===== src/rtl/universal_decoder.sv =====
// universal_decoder: registered 8-bit code converter (7-seg, one-hot, Gray, ASCII, thermometer, priority); UD_POPCOUNT_EN swaps aux nibble for popcount
module universal_decoder (
  input  logic       clk,
  input  logic       rst,
  input  logic       ena,
  input  logic [7:0] ui_in,
  input  logic [7:0] uio_in,
  output logic [7:0] uo_out,
  output logic [7:0] uio_out,
  output logic [7:0] uio_oe
);
  logic [7:0] d;
  logic [2:0] mode;
  logic       inv;
  logic [6:0] seg;
  logic [7:0] g2b;
  logic [2:0] idx;
  logic [3:0] n;
  logic [8:0] tw;
  logic       bcd_bad;
  logic [7:0] res;
  logic [7:0] r_next;
  logic       err;
  logic [3:0] ax_next;
  logic [3:0] ax;
  logic       unused;
  assign d       = ui_in;
  assign mode    = uio_in[2:0];
  assign inv     = uio_in[3];
  assign bcd_bad = d[3:0] > 4'd9;
  assign n       = d[3:0] > 4'd8 ? 4'd8 : d[3:0];
  assign tw      = (9'd1 << n) - 9'd1;
  // hex digit to {g,f,e,d,c,b,a}
  always_comb begin
    case (d[3:0])
      4'h0: seg = 7'h3F;
      4'h1: seg = 7'h06;
      4'h2: seg = 7'h5B;
      4'h3: seg = 7'h4F;
      4'h4: seg = 7'h66;
      4'h5: seg = 7'h6D;
      4'h6: seg = 7'h7D;
      4'h7: seg = 7'h07;
      4'h8: seg = 7'h7F;
      4'h9: seg = 7'h6F;
      4'hA: seg = 7'h77;
      4'hB: seg = 7'h7C;
      4'hC: seg = 7'h39;
      4'hD: seg = 7'h5E;
      4'hE: seg = 7'h79;
      default: seg = 7'h71;
    endcase
  end
  // each binary bit is the parity of all Gray bits at and above it
  always_comb begin
    g2b = '0;
    for (int i = 0; i < 8; i++) g2b[i] = ^(d >> i);
  end
  // index of the highest set bit; last match wins
  always_comb begin
    idx = '0;
    for (int i = 0; i < 8; i++) if (d[i]) idx = 3'(i);
  end
  // mode select; inversion applies to the 7-segment modes only
  always_comb begin
    res = '0;
    err = 1'b0;
    case (mode)
      3'd0: res = {d[7], seg};
      3'd1: begin
        res = bcd_bad ? 8'h00 : {d[7], seg};
        err = bcd_bad;
      end
      3'd2: res = 8'h01 << d[2:0];
      3'd3: res = g2b;
      3'd4: res = d ^ (d >> 1);
      3'd5: res = bcd_bad ? 8'h37 + {4'h0, d[3:0]} : 8'h30 + {4'h0, d[3:0]};
      3'd6: begin
        res = tw[7:0];
        err = d[3:0] > 4'd8;
      end
      default: begin
        res = d == 8'h00 ? 8'h00 : {5'b10000, idx};
        err = d == 8'h00;
      end
    endcase
    r_next = (inv && mode[2:1] == 2'b00) ? ~res : res;
  end
`ifdef UD_POPCOUNT_EN
  assign ax_next = 4'($countones(d));
`else
  assign ax_next = {err, mode};
`endif
  // capture result and aux on enabled edges
  always_ff @(posedge clk or posedge rst) begin
    if (rst) begin
      uo_out <= '0;
      ax     <= '0;
    end else if (ena) begin
      uo_out <= r_next;
      ax     <= ax_next;
    end
  end
  assign uio_out = {ax, 4'b0000};
  assign uio_oe  = 8'hF0;
  assign unused  = &{1'b0, uio_in[7:4], tw[8], err};
endmodule


===== config.mk =====
export PLATFORM = sky130hd
export DESIGN_NAME = universal_decoder
export DESIGN_NICKNAME = d
export VERILOG_FILES = /design/src/rtl/universal_decoder.sv
export SDC_FILE = /design/constraint.sdc
export NUM_CORES = 1
export LEC_CHECK = 0
export ABC_AREA = 1
export CAP_MARGIN = 20
export CORE_ASPECT_RATIO = 0.9
export CORE_MARGIN = 3
export CORE_UTILIZATION = 47
export DETAILED_ROUTE_END_ITERATION = 10
export HOLD_SLACK_MARGIN = 0.06
export PLACE_DENSITY = 0.89
export SYNTH_ARGS = -nofsm -noshare
export SYNTH_HDL_FRONTEND = slang
export SYNTH_SLANG_ARGS = --single-unit

===== constraint.sdc =====
create_clock -name clk -period 0.8 [get_ports clk]
set_input_delay 0.16 -clock clk [delete_from_list [all_inputs] [get_ports clk]]
set_output_delay 0.16 -clock clk [all_outputs]
set_load 0.1 [all_outputs]

==> qor.yml <==
status:
  status: "complete, but fails checks"
  violations: "DRC, setup timing"
placement:
  post-place-ws_ns: -1.58
  port_buffers: 26
  gp_congestion: 1.05
  dp_hpwl_mm: 5.41
critical_path:
  crit_top_cell: "nand2_1"
  critPathLaunchType: "input pin"
  worst-path-max-fanout: 5
  arrival_ns: 2.01
  critPathKind: "input pin to register"
  endpoint_kind: "register"
  cp_cell_sequence: "clkdlybuf4s15_1, inv_2, nand3_2, inv_2, nand2_1, nand2_1, nor2_1, nand2_2, nor2_2, nand2_2, nand2_1, nand2_1, nand3_1, nand2_1"
  critPathSlowestCell: "clkdlybuf4s15_1"
  critPathBufInv: 3
  slowest_delay_ns: 0.30
  cp.required_ns: 0.94
  crit_family: "simple AND/OR/NAND/NOR gates"
cts:
  clk_latency_ns: 0.25
  clkTransAtPathRegs_ns: 0.07
  cts_tree: "done"
  cts.sinks: 12
  clk_path_buf_depth: 2
  h-tree-depth: 1
  hold_buffers: 0
  cts-root-buf: "clkbuf_8"
  cts_inserted_buffers: 3
synth:
  syn_avg_cell_area_um2: 5.69
  netlist_area_mm2: 0.00194
  synth_commonest_cells: "nand2_1, nand3_1, nor2_1"
  synth_edf_count: 0
  synth_ff_type: "dfrtp_1"
  synthArstFlopShare: 1.00
  post_synth_main_area_contributors: "nand2_1, dfrtp_1, nand3_1"
  ys_types: 28
  syn_inst: 341
  yosysMostFrequentCell: "nand2_1"
  yosys_warnings: 0
  ys_seq_elements: 12
  yosys.area.top_type: "nand2_1"
  ys_seq_area_frac: 0.155
  yosysTopAreaCellShare: 0.221
die:
  die_y_um: 66.9
  dieArea_mm2: 0.00493
  dieWidth_um: 73.7
  start_util: 0.506
  core_area_mm2: 0.00384
  rows: 21
  ios: 43
grt:
  grt.overflow.total: 0
  grt_max_degree: 21
  grt_pass1_wl_mm: 16.0
  grt_pass1_vias: 3115
  antenna_found_initial: 0
  track_usage: 0.433
min_path:
  holdCritPathClass: "input pin to async pin"
timing:
  period_share: 2.34
  setup_viol: 22
  layout_setup_ws_ns: -1.07
  min_period_ns: 1.87
  tns_ns: -11.24
  final-hold-violation-count: 0
  fin_worst_skew_ns: 0
  grt_setup_unrepaired: "true"
  max_freq_mhz: 535
  finalMaxSlewViolations: 0
drt:
  routedWlPerCell_um: 27.7
  drtIter0Drc: 929
  vias_per_cell: 7.23
  final_antenna_net_count: 0
  num_vias: 3555
  drcViolationCount: 157
  wl_mm: 13.6
  firstDrtPassIters: 11
final_layout:
  num-fill-cells: 101
  drive_gt1_frac: 0.518
  multi_input_area_mm2: 0.00192
  seqCellArea_um2: 345
  area_growth_syn_to_layout_pct: 88.7
  nets: 485
  diodes: 0
power:
  power_density_mw_per_mm2: 1350
  total_leakage_power_nw: 1.79
  pwr-share-clk: 0.144
  p_sw_frac: 0.528
  seqPwrFrac: 0.174
  switchingPower_mw: 2.61
  comb_power_share: 0.682
  internal_power_mw: 2.33
  ir_drop_mv: 1.11
job:
  drv_cap: 0
final timing paths:
kind | startpoint | end | slack (ns) | cells past startpoint
min reg2reg | ax[1] | ax[1] | 0.59 | 2
min | rst | uo_out[3] | 0.23 | 3
min in group clk | uio_in[1] | ax[1] | 0.34 | 4
max reg2reg | uo_out[4] | uo_out[4] | -0.21 | 3
max in group asynchronous | rst | ax[0] | 0.43 | 3
max | uio_in[2] | uo_out[0] | -1.07 | 14
sequential cells by signal (all words and copies together), names as in the netlist:
register / flops
ax: 4
uo_out: 8
final cells by class:
type	instances	area share
Clock buffer	4	0.0150
Timing Repair Buffer	110	0.302
Tap cell	46	0.0157
Sequential cell	12	0.0944
Inverter	38	0.0485
Multi-Input combinational cell	282	0.524
power by group through the flow:
| stage | Combinational [mW] | Clock, mW | Sequential (mW) |
|---|---|---|---|
| 2_1_floorplan | 0.997 | 0 | 1.41 |
| 3_3_place_gp | 2.39 | 0 | 0.846 |
| 3_5_place_dp | 2.46 | 0 | 0.853 |
| 4_1_cts | 2.75 | 0.677 | 0.838 |
| 5_1_grt | 3.43 | 0.715 | 0.857 |
| 6_report | 3.37 | 0.713 | 0.859 |
metrics by stage:
| stage | utilization | instances | hold slack, ns | cell area (um2) | total power [mW] |
|---|---|---|---|---|---|
| after global placement | 0.748 | 466 | 0.480 | 2870 | 3.23 |
| after global routing | 0.954 | 492 | 0.252 | 3660 | 5.00 |
| final | 0.954 | 492 | 0.231 | 3660 | 4.94 |
| after floorplan | - | 351 | 0.0249 | 2110 | 2.41 |
| after detailed placement | 0.748 | 466 | 0.477 | 2870 | 3.31 |
| after CTS | 0.878 | 485 | 0.224 | 3370 | 4.26 |
tightest hold or removal path, delay by kind of cell:
family	cells	cell delay (ns)
buf+inv	3	0.66
placed cells by master, fill, tap and decap left out, drive strengths merged, types with 3 or more instances in the layout:
master	n
nand2	115
buf	103
nand3	54
nor2	38
inv	36
ha	19
o21ai	17
conb	12
dfrtp	12
nand4	8
a21oi	6
clkbuf	5
clkdlybuf4s15	3
nor3	3
layer usage:
layer  GRT usage  share of wire
met4       0.301           0.13
met3       0.139           0.17
met2       0.681           0.40
met5           0         0.0013
met1       0.491           0.30
cell families (layout without fill, tap and decap cells):
kind of cell,count (synthesis),in the layout,share of synthesized area
other,2,12,0.00387
AND/OR/NAND/NOR,222,222,0.490
flip-flops,12,12,0.155
adder cells (fa/ha/maj),19,19,0.123
AO/OA/AOI/OAI,29,29,0.0826
buffers and inverters,57,152,0.146
timing repair:
item	CTS	global route
gates resized for setup	121	70
pin swaps	36	31
endpoints found under the setup margin	24	22
buffers inserted	16	7
(Power assumes the default switching activity.)
